===== config.mk =====
export PLATFORM = sky130hd
export DESIGN_NAME = fix_seq_num_inserter
export DESIGN_NICKNAME = d
export VERILOG_FILES = /design/src/rtl/fix_seq_num_inserter.sv
export SDC_FILE = /design/constraint.sdc
export NUM_CORES = 1
export LEC_CHECK = 0
export BUFFER_PORTS_ARGS = -buffer_cell sky130_fd_sc_hd__buf_2
export CORE_AREA = 2 2 346 348
export DETAILED_ROUTE_END_ITERATION = 10
export DIE_AREA = 0 0 348 350
export PLACE_DENSITY = 0.3
export SETUP_SLACK_MARGIN = 0.4
export SYNTH_ARGS = -nofsm -noshare
export SYNTH_HDL_FRONTEND = slang
export SYNTH_SLANG_ARGS = --single-unit

===== constraint.sdc =====
create_clock -name clk -period 19.7 [get_ports clk]
set_input_delay 0.985 -clock clk [delete_from_list [all_inputs] [get_ports clk]]
set_output_delay 0.985 -clock clk [all_outputs]
set_load 0.05 [all_outputs]

===== src/rtl/fix_seq_num_inserter.sv =====
// FIX MsgSeqNum inserter: overwrites the six-digit sequence field of eligible packets with the
// next value from a sequence FIFO. Optional build macro FIX_SEQ_CHECK_EN adds an original-field digit check.
module fix_seq_num_inserter #(
    parameter int C_S_AXIS_DATA_WIDTH  = 256,
    parameter int C_S_AXIS_TUSER_WIDTH = 128,
    parameter int SEQ_WORD             = 1,
    parameter int SEQ_BYTE             = 10
) (
    input  logic                              clk,
    input  logic                              reset,
    input  logic [C_S_AXIS_DATA_WIDTH-1:0]    s_axis_tdata,
    input  logic [C_S_AXIS_DATA_WIDTH/8-1:0]  s_axis_tkeep,
    input  logic [C_S_AXIS_TUSER_WIDTH-1:0]   s_axis_tuser,
    input  logic                              s_axis_tvalid,
    input  logic                              s_axis_tlast,
    output logic                              s_axis_tready,
    output logic [C_S_AXIS_DATA_WIDTH-1:0]    m_axis_tdata,
    output logic [C_S_AXIS_DATA_WIDTH/8-1:0]  m_axis_tkeep,
    output logic [C_S_AXIS_TUSER_WIDTH-1:0]   m_axis_tuser,
    output logic                              m_axis_tvalid,
    output logic                              m_axis_tlast,
    input  logic                              m_axis_tready,
    input  logic                              fix_seq_num_vld,
    input  logic [23:0]                       fix_new_seq_num,
    output logic                              rd_fix_seq_num,
    output logic [7:0]                        cksum_delta,
    output logic                              cksum_delta_vld,
    output logic                              patch_err,
    output logic [1:0]                        o_dbg_state
);

    localparam int         KEEP_W  = C_S_AXIS_DATA_WIDTH / 8;
    localparam logic [7:0] SEQ_IDX = 8'(SEQ_WORD);

    typedef enum logic [1:0] {
        ST_IDLE     = 2'd0,
        ST_WAIT_SEQ = 2'd1,
        ST_PASS     = 2'd2,
        ST_DRAIN    = 2'd3
    } state_t;

    // Handshake: a beat transfers on a rising edge where valid and ready are both high; valid never
    // waits on ready, data is held while valid is high and ready is low.

    state_t                            r_state;
    logic [7:0]                        r_cnt;
    logic                              r_elig;
    logic [7:0]                        r_pkt_delta;
    logic [7:0]                        r_m_delta;
    logic                              r_m_tvalid;
    logic [C_S_AXIS_DATA_WIDTH-1:0]    r_m_tdata;
    logic [KEEP_W-1:0]                 r_m_tkeep;
    logic [C_S_AXIS_TUSER_WIDTH-1:0]   r_m_tuser;
    logic                              r_m_tlast;

    logic                              w_first;
    logic [15:0]                       w_tid;
    logic                              w_tid_match;
    logic                              w_elig;
    logic                              w_seq_beat;
    logic                              w_field_ok;
    logic                              w_patch;
    logic                              w_stall;
    logic                              w_out_free;
    logic                              w_s_fire;
    logic                              w_m_fire;
    logic                              w_last_out;
    logic [7:0]                        w_sum_old;
    logic [7:0]                        w_sum_new;
    logic [7:0]                        w_beat_delta;
    logic [7:0]                        w_delta_next;
    logic [C_S_AXIS_DATA_WIDTH-1:0]    w_patched_data;

    assign w_first     = (r_cnt == 8'd0);
    assign w_tid       = s_axis_tuser[63:48];
    assign w_tid_match = (w_tid == 16'h001F) || (w_tid == 16'h007F);
    // Eligibility comes from the live tuser on the first beat, from the latch afterwards.
    assign w_elig      = w_first ? w_tid_match : r_elig;
    assign w_seq_beat  = s_axis_tvalid && w_elig && (r_cnt == SEQ_IDX);

    always_comb begin
        logic [7:0] v_old;
        logic [7:0] v_new;
        w_patched_data = s_axis_tdata;
        w_sum_old      = 8'h00;
        w_sum_new      = 8'h00;
        for (int i = 0; i < 6; i++) begin
            v_old = s_axis_tdata[8*(SEQ_BYTE+i) +: 8];
            v_new = 8'h30 + {4'h0, fix_new_seq_num[23-4*i -: 4]};
            w_sum_old = w_sum_old + v_old;
            w_sum_new = w_sum_new + v_new;
            w_patched_data[8*(SEQ_BYTE+i) +: 8] = v_new;
        end
    end

`ifdef FIX_SEQ_CHECK_EN
    logic w_digits_ok;
    logic r_pkt_err;
    logic r_m_err;
    logic w_err_next;

    always_comb begin
        logic [7:0] v_byte;
        w_digits_ok = 1'b1;
        for (int i = 0; i < 6; i++) begin
            v_byte = s_axis_tdata[8*(SEQ_BYTE+i) +: 8];
            if ((v_byte < 8'h30) || (v_byte > 8'h39)) begin
                w_digits_ok = 1'b0;
            end
        end
    end

    assign w_field_ok = w_digits_ok;
    assign w_err_next = (w_first ? 1'b0 : r_pkt_err) | (w_seq_beat & ~w_digits_ok);

    always_ff @(posedge clk) begin
        if (reset) begin
            r_pkt_err <= 1'b0;
            r_m_err   <= 1'b0;
        end else if (w_s_fire) begin
            r_pkt_err <= w_err_next;
            r_m_err   <= w_err_next;
        end
    end

    assign patch_err = cksum_delta_vld & r_m_err;
`else
    assign w_field_ok = 1'b1;
    assign patch_err  = 1'b0;
`endif

    assign w_patch      = w_seq_beat && w_field_ok;
    // Only the beat that needs a FIFO value waits for one; all other traffic flows freely.
    assign w_stall      = w_patch && !fix_seq_num_vld;
    assign w_out_free   = m_axis_tready || !r_m_tvalid;
    assign s_axis_tready = !reset && w_out_free && !w_stall;
    assign w_s_fire     = s_axis_tvalid && s_axis_tready;
    assign w_m_fire     = r_m_tvalid && m_axis_tready;
    assign w_last_out   = w_m_fire && r_m_tlast;

    assign rd_fix_seq_num = w_s_fire && w_patch;

    assign w_beat_delta = w_sum_new - w_sum_old;
    assign w_delta_next = (w_first ? 8'h00 : r_pkt_delta) + (w_patch ? w_beat_delta : 8'h00);

    assign cksum_delta_vld = w_last_out && !reset;
    assign cksum_delta     = cksum_delta_vld ? r_m_delta : 8'h00;

    assign m_axis_tdata  = r_m_tdata;
    assign m_axis_tkeep  = r_m_tkeep;
    assign m_axis_tuser  = r_m_tuser;
    assign m_axis_tvalid = r_m_tvalid;
    assign m_axis_tlast  = r_m_tlast;
    assign o_dbg_state   = r_state;

    always_ff @(posedge clk) begin
        if (reset) begin
            r_state     <= ST_IDLE;
            r_cnt       <= 8'd0;
            r_elig      <= 1'b0;
            r_pkt_delta <= 8'h00;
            r_m_delta   <= 8'h00;
            r_m_tvalid  <= 1'b0;
        end else begin
            if (w_s_fire) begin
                if (s_axis_tlast) begin
                    r_cnt <= 8'd0;
                end else if (r_cnt != 8'hFF) begin
                    r_cnt <= r_cnt + 8'd1;
                end
                if (w_first) begin
                    r_elig <= w_tid_match;
                end
                r_pkt_delta <= w_delta_next;
                r_m_delta   <= w_delta_next;
            end

            if (w_s_fire) begin
                r_m_tvalid <= 1'b1;
            end else if (m_axis_tready) begin
                r_m_tvalid <= 1'b0;
            end

            if (w_s_fire) begin
                r_state <= s_axis_tlast ? ST_DRAIN : ST_PASS;
            end else if (w_stall) begin
                r_state <= ST_WAIT_SEQ;
            end else begin
                case (r_state)
                    ST_WAIT_SEQ: r_state <= w_first ? ST_IDLE : ST_PASS;
                    ST_DRAIN:    if (w_m_fire) r_state <= ST_IDLE;
                    default:     r_state <= r_state;
                endcase
            end
        end
    end

    // Payload registers carry no reset; r_m_tvalid qualifies them.
    always_ff @(posedge clk) begin
        if (w_s_fire) begin
            r_m_tdata <= w_patch ? w_patched_data : s_axis_tdata;
            r_m_tkeep <= s_axis_tkeep;
            r_m_tuser <= s_axis_tuser;
            r_m_tlast <= s_axis_tlast;
        end
    end

endmodule


# After elaboration in Yosys (flattened, before gate mapping)
# Cells that the tools add are included.
[word_totals]
ff_bits = 437
n_memories = 0
out_inout_bits = 432
rom_bits = 0
latch_bits = 0
mem_bits_rw = 0
in_bits = 446
[op_classes]
n_reduce_logical = 22
n_eq_ne = 7
n_addsub = 19
bitwise_logic = 0
n_mux = 15
n_lt_le_gt_ge = 0
shift = 0
div = 0
multipliers = 0
[op_table]
columns = ["operator", "count"]
rows = [
  ["$mux W128", 1],
  ["$add A8 B8 Y8", 6],
  ["$add A6 B4 Y7 const A", 6],
  ["$mux W8", 5],
  ["$add A8 B7 Y8", 4],
  ["$eq A16 B5 Y1 const B", 1],
  ["$eq A16 B7 Y1 const B", 1],
  ["$logic_and A1 B1 Y1", 10],
  ["$add A7 B7 Y8", 1],
  ["$add A8 B1 Y8 const B", 1],
  ["$eq A8 B1 Y1 const B", 1],
  ["$logic_not A8 Y1", 1],
  ["$mux W2", 4],
  ["$ne A8 B8 Y1 const B", 1],
  ["$sub A8 B8 Y8", 1],
  ["$logic_not A1 Y1", 4],
  ["$mux W1", 4],
  ["$ne A4 B4 Y1 const B", 1],
  ["$pmux W2 S2", 1],
  ["$reduce_and A2 Y1", 2],
  ["$reduce_bool A2 Y1", 2],
  ["$reduce_bool A4 Y1", 1],
  ["$eq A2 B1 Y1 const B", 1],
  ["$eq A2 B2 Y1 const B", 1],
  ["$logic_or A1 B1 Y1", 2],
]

# Longest topological paths before layout
[depth]
ltp_word = 11
ltp_mapped = 26
mapped_depth_nobuf = 26

# Worst setup path before layout
# No wires, ideal clock.
[synth_path]
kind = "input -> register"
from = "input s_axis_tuser[62]"
to = "register r_cnt[2]"
setup_slack_ns = 5.224
arrival_time_ns = 14.344
t_required_ns = 19.569
setup_time_ns = 0.131
path_buffers = 1
stages = 9
path_cell_list = "and4bb_2 > nand3b_1 > or4_1 > nand4_2 > inv_2 > clkbuf_1 > nand2_1 > nand2b_1 > nor2_1"
[synth_via]
elab_chain_cells = 10
[synth_lines]
columns = ["element", "line", "source"]
rows = [
  ["start: declaration", "13", "input logic [C_S_AXIS_TUSER_WIDTH-1:0] s_axis_tuser,"],
  ["$eq A16 B5 Y1 or $eq A16 B7 Y1 (tied branches)", "76", "assign w_tid_match = (w_tid == 16'h001F) || (w_tid == 16'h007F);"],
  ["$logic_or A1 B1 Y1 *", "76", ""],
  ["$mux W1 *", "--", ""],
  ["$logic_and A1 B1 Y1 * (2 in series)", "79", "assign w_seq_beat = s_axis_tvalid && w_elig && (r_cnt == SEQ_IDX);"],
  ["$logic_and A1 B1 Y1 *", "134", "assign w_stall = w_patch && !fix_seq_num_vld;"],
  ["$logic_not A1 Y1 *", "136", "assign s_axis_tready = !reset && w_out_free && !w_stall;"],
  ["$logic_and A1 B1 Y1 *", "136", ""],
  ["$logic_and A1 B1 Y1 *", "137", "assign w_s_fire = s_axis_tvalid && s_axis_tready;"],
  ["net w_s_fire", "65", "logic w_s_fire;"],
  ["$reduce_and A2 Y1 (no source line) *", "--", ""],
  ["end signal: assignment", "169", "r_cnt <= r_cnt + 8'd1;"],
  ["end: declaration", "46", "logic [7:0] r_cnt;"],
]
# Mark *: on every way through the listed nets, which the timed path passes. The rest lies on a longest branch.
# A chain may end at the register's enable or synchronous reset.

# Worst setup path after layout
[layout_path]
from = "input s_axis_tdata[100]"
to = "register r_m_delta[7]"
[layout_via]
elab_chain_cells = 7
[layout_lines]
columns = ["element", "line", "source"]
rows = [
  ["start: declaration", "11", "input logic [C_S_AXIS_DATA_WIDTH-1:0] s_axis_tdata,"],
  ["$add A8 B8 Y8 (4 in series)", "90", "w_sum_old = w_sum_old + v_old;"],
  ["$sub A8 B8 Y8", "143", "assign w_beat_delta = w_sum_new - w_sum_old;"],
  ["$mux W8", "144", "assign w_delta_next = (w_first ? 8'h00 : r_pkt_delta) + (w_patch ? w_beat_delta : 8'h00);"],
  ["$add A8 B8 Y8", "144", ""],
  ["end signal: assignment", "175", "r_m_delta <= w_delta_next;"],
  ["end: declaration", "49", "logic [7:0] r_m_delta;"],
]
# Every way passes these cells.

==> qor.yml <==
run_status:
  status: "completed"
routing:
  dr.pass1.iters: 5
  via_count: 11510
  drt_drc_violations_left: 0
  wirelength_mm: 77.25
  viasPerCell: 3.379
  ant_nets: 0
  wl_per_cell_um: 22.69
  first_iter_violations: 593
hold_path:
  hp-start: "r_m_delta[3]"
  hold_path_class: "flop to flop"
  whs_path_depth: 2
  hold_path_end: "r_m_delta[3]"
setup_path:
  crit_path_max_fanout: 6
  startpoint_type: "input port"
  reg2reg_slack_ns: 15.86
  timing.rr.start: "r_cnt[0]"
  worstRegToRegCells: 14
  slowest_stage: "fa_1"
  worstReg2RegEnd: "r_m_delta[7]"
  path_class: "input port to flop"
  cpPeakStageDelay_ns: 0.52
  critical_path_required_ns: 20.19
  cp-end-kind: "flop"
  path_cells: "buf_2 -> inv_1 -> fa_1 -> inv_1 -> fa_1 -> fa_1 -> inv_1 -> fa_1 -> inv_1 -> fa_1 -> inv_1 -> ha_1 -> o21ai_0 -> nor2_1 -> nor3_1 -> ha_1 -> or3_1 -> o211ai_1 -> nor2_1 -> a311o_1 -> a2111oi_2 -> a31oi_1"
  cp.arrival_ns: 6.77
cts:
  cts_made_buffers: 57
  cts-root-buf: "clkbuf_16"
  post_cts_buffers: 0
  hold_buffers: 0
  cts_sinks: 437
  path_clk_slew_ns: 0.06
  cts_resized: 0
  insertion_delay_ns: 0.65
  cts_tree: "done"
  htree_levels: 2
  cts_buffer_depth: 3
run:
  maxCapViolations: 0
place:
  port_buffers: 876
  hpwl_mm: 63.79
  dp_cells: 3285
  place_congestion: 0.7890
sta:
  setup_viol: 0
  tightest_slew_ns: 1.169
  hold_violations: 0
  setup_tns_ns: 0
  fmax_mhz: 159.4
  finalCritPeriodShare_pct: 31.85
  slew_violations: 0
  min_period_ns: 6.274
  slew_headroom_pct: 21.92
  rsz0062_at_grt: "no"
  hold_slack_ns: 0.4766
  clock_skew_ns: 0.03227
yosys:
  synth_xor_area_share_pct: 1.328
  synth_top_family_by_area: "adder cells"
  synth_async_sr_flop_share_pct: 0
  yosysWarningCount: 0
  ys.flop_type: "edfxtp_1"
  synth-simple-area-share_pct: 5.729
  synthDistinctLibCells: 53
  avgSynthCellArea_um2: 18.39
  synth_nets: 1405
  synth_edf_count: 417
  synth.area.top_cells: "edfxtp_1 (77%), fa_1 (6.5%), dfxtp_1 (2.5%)"
  synth_compound_area_share_pct: 2.286
  ys_seq_elements: 437
  yosysTopAreaCellShare_pct: 77.28
  synthesis.area_mm2: 0.01620
  synth-seq-area-share_pct: 79.75
  synth.mux.area_fraction_pct: 0
  netlist.top_cell.by_area: "edfxtp_1"
  synthCells: 881
  synthAdderAreaFrac_pct: 8.478
finish:
  layout_common_cells: "buf_2 (876), edfxtp_1 (417), inv_1 (86)"
  fillCellCount: 12840
  area_delta_synth_final_pct: 50.46
  drive_gt1_share_pct: 52.61
  nets: 2332
  final_common_cell: "buf_2"
  final_cell_count_no_fill: 3405
floorplan:
  die_w_um: 348
  dieHeight_um: 350
  die-area_mm2: 0.1218
  core_area_mm2: 0.1178
  rows: 126
  initial_core_util_pct: 13.76
  pin_count: 878
global_route:
  globalRouteOverflowTotal: 0
  antenna_found_initial: 75
  grt_pass1_vias: 11900
  grt_use_total_pct: 12.03
  grt_first_pass_wirelength_mm: 101.0
  grt_max_degree: 142
power_and_ir_drop:
  vdd_drop_max_uv: 61.41
  p_leak_nw: 10.04
  power_density_mw_per_mm2: 110.1
[flip-flops by register name (all words and copies together), names as in the netlist]
signal	cells
m_axis_tlast	1
m_axis_tvalid	1
m_axis_tkeep	32
o_dbg_state	2
r_cnt	8
m_axis_tuser	128
m_axis_tdata	256
r_m_delta	8
r_elig	1
[final cells by class]
class	count	area, um^2	area share, %
Clock inverter	32	301.5	1.237
Multi-Input combinational cell	342	2905	11.92
Timing Repair Buffer	883	4449	18.25
Clock buffer	74	1511	6.199
Antenna cell	14	35.03	0.1437
Inverter	87	334.1	1.370
Sequential cell	437	12920	53.00
Tap cell	1536	1922	7.883
[per-stage QoR]
stage / cell area (um^2) / setup WS (ns) / power [W] / utilization [%]
2_1_floorplan: 16200 / 5.224 / 0.001520 / -
3_3_place_gp: 22530 / 12.73 / 0.001707 / 19.13
3_5_place_dp: 22530 / 12.67 / 0.001699 / 19.13
4_1_cts: 24350 / 13.38 / 0.002755 / 20.67
5_1_grt: 24350 / 13.07 / 0.002841 / 20.67
6_report: 24380 / 13.43 / 0.002683 / 20.70
[worst max-delay path by stage]
stage / startpoint / end
floorplan: s_axis_tuser[62] / r_cnt[2]
global placement: s_axis_tdata[100] / r_m_delta[7]
detailed placement: s_axis_tdata[100] / r_m_delta[7]
CTS: s_axis_tdata[100] / r_m_delta[7]
global route: s_axis_tdata[100] / r_m_delta[7]
finish: s_axis_tdata[100] / r_m_delta[7]
[cells in the mapped netlist (all sizes together) (4+ instances only)]
| master | n |
|---|---|
| edfxtp | 417 |
| inv | 87 |
| nand2 | 76 |
| fa | 53 |
| and2 | 28 |
| ha | 25 |
| a21oi | 21 |
| dfxtp | 20 |
| nor2 | 20 |
| xnor2 | 18 |
| o21ai | 17 |
| clkbuf | 11 |
| or2 | 9 |
| nor3 | 8 |
| nor4 | 7 |
| nand2b | 5 |
| nand3 | 5 |
| buf | 4 |
| nand4 | 4 |
| xor2 | 4 |
[power breakdown]
| group | internal [W] | switching [W] |
|---|---|---|
| clock | 0.000592 | 0.000426 |
| sequential | 0.00107 | 0.00000989 |
| combinational | 0.000202 | 0.000388 |
| total | 0.00186 | 0.000824 |
[cells by family after synthesis]
| group | count (synthesis) |
|---|---|
| other | 1 |
| flip-flops | 437 |
| buffers and inverters | 102 |
| AND/OR/NAND/NOR | 180 |
| adder cells (fa/ha/maj) | 78 |
| XOR/XNOR | 23 |
| AO/OA/AOI/OAI | 60 |
[metal layers]
metal	vias up	wire length, um	global-route usage (%)
li1	5068	-	-
met2	599	39900	21.97
met3	184	7338	4.678
met1	5646	27880	13.06
met4	10	2070	2.695
met5	-	66	0
[worst max-delay path: cells and delay by family]
family	cells	cell delay [ns]
fa+ha+maj	7	3.08
buf+inv	6	0.68
compound gates	5	1.29
simple gates	4	0.72
No activity file was read; power rests on OpenSTA's default activity.
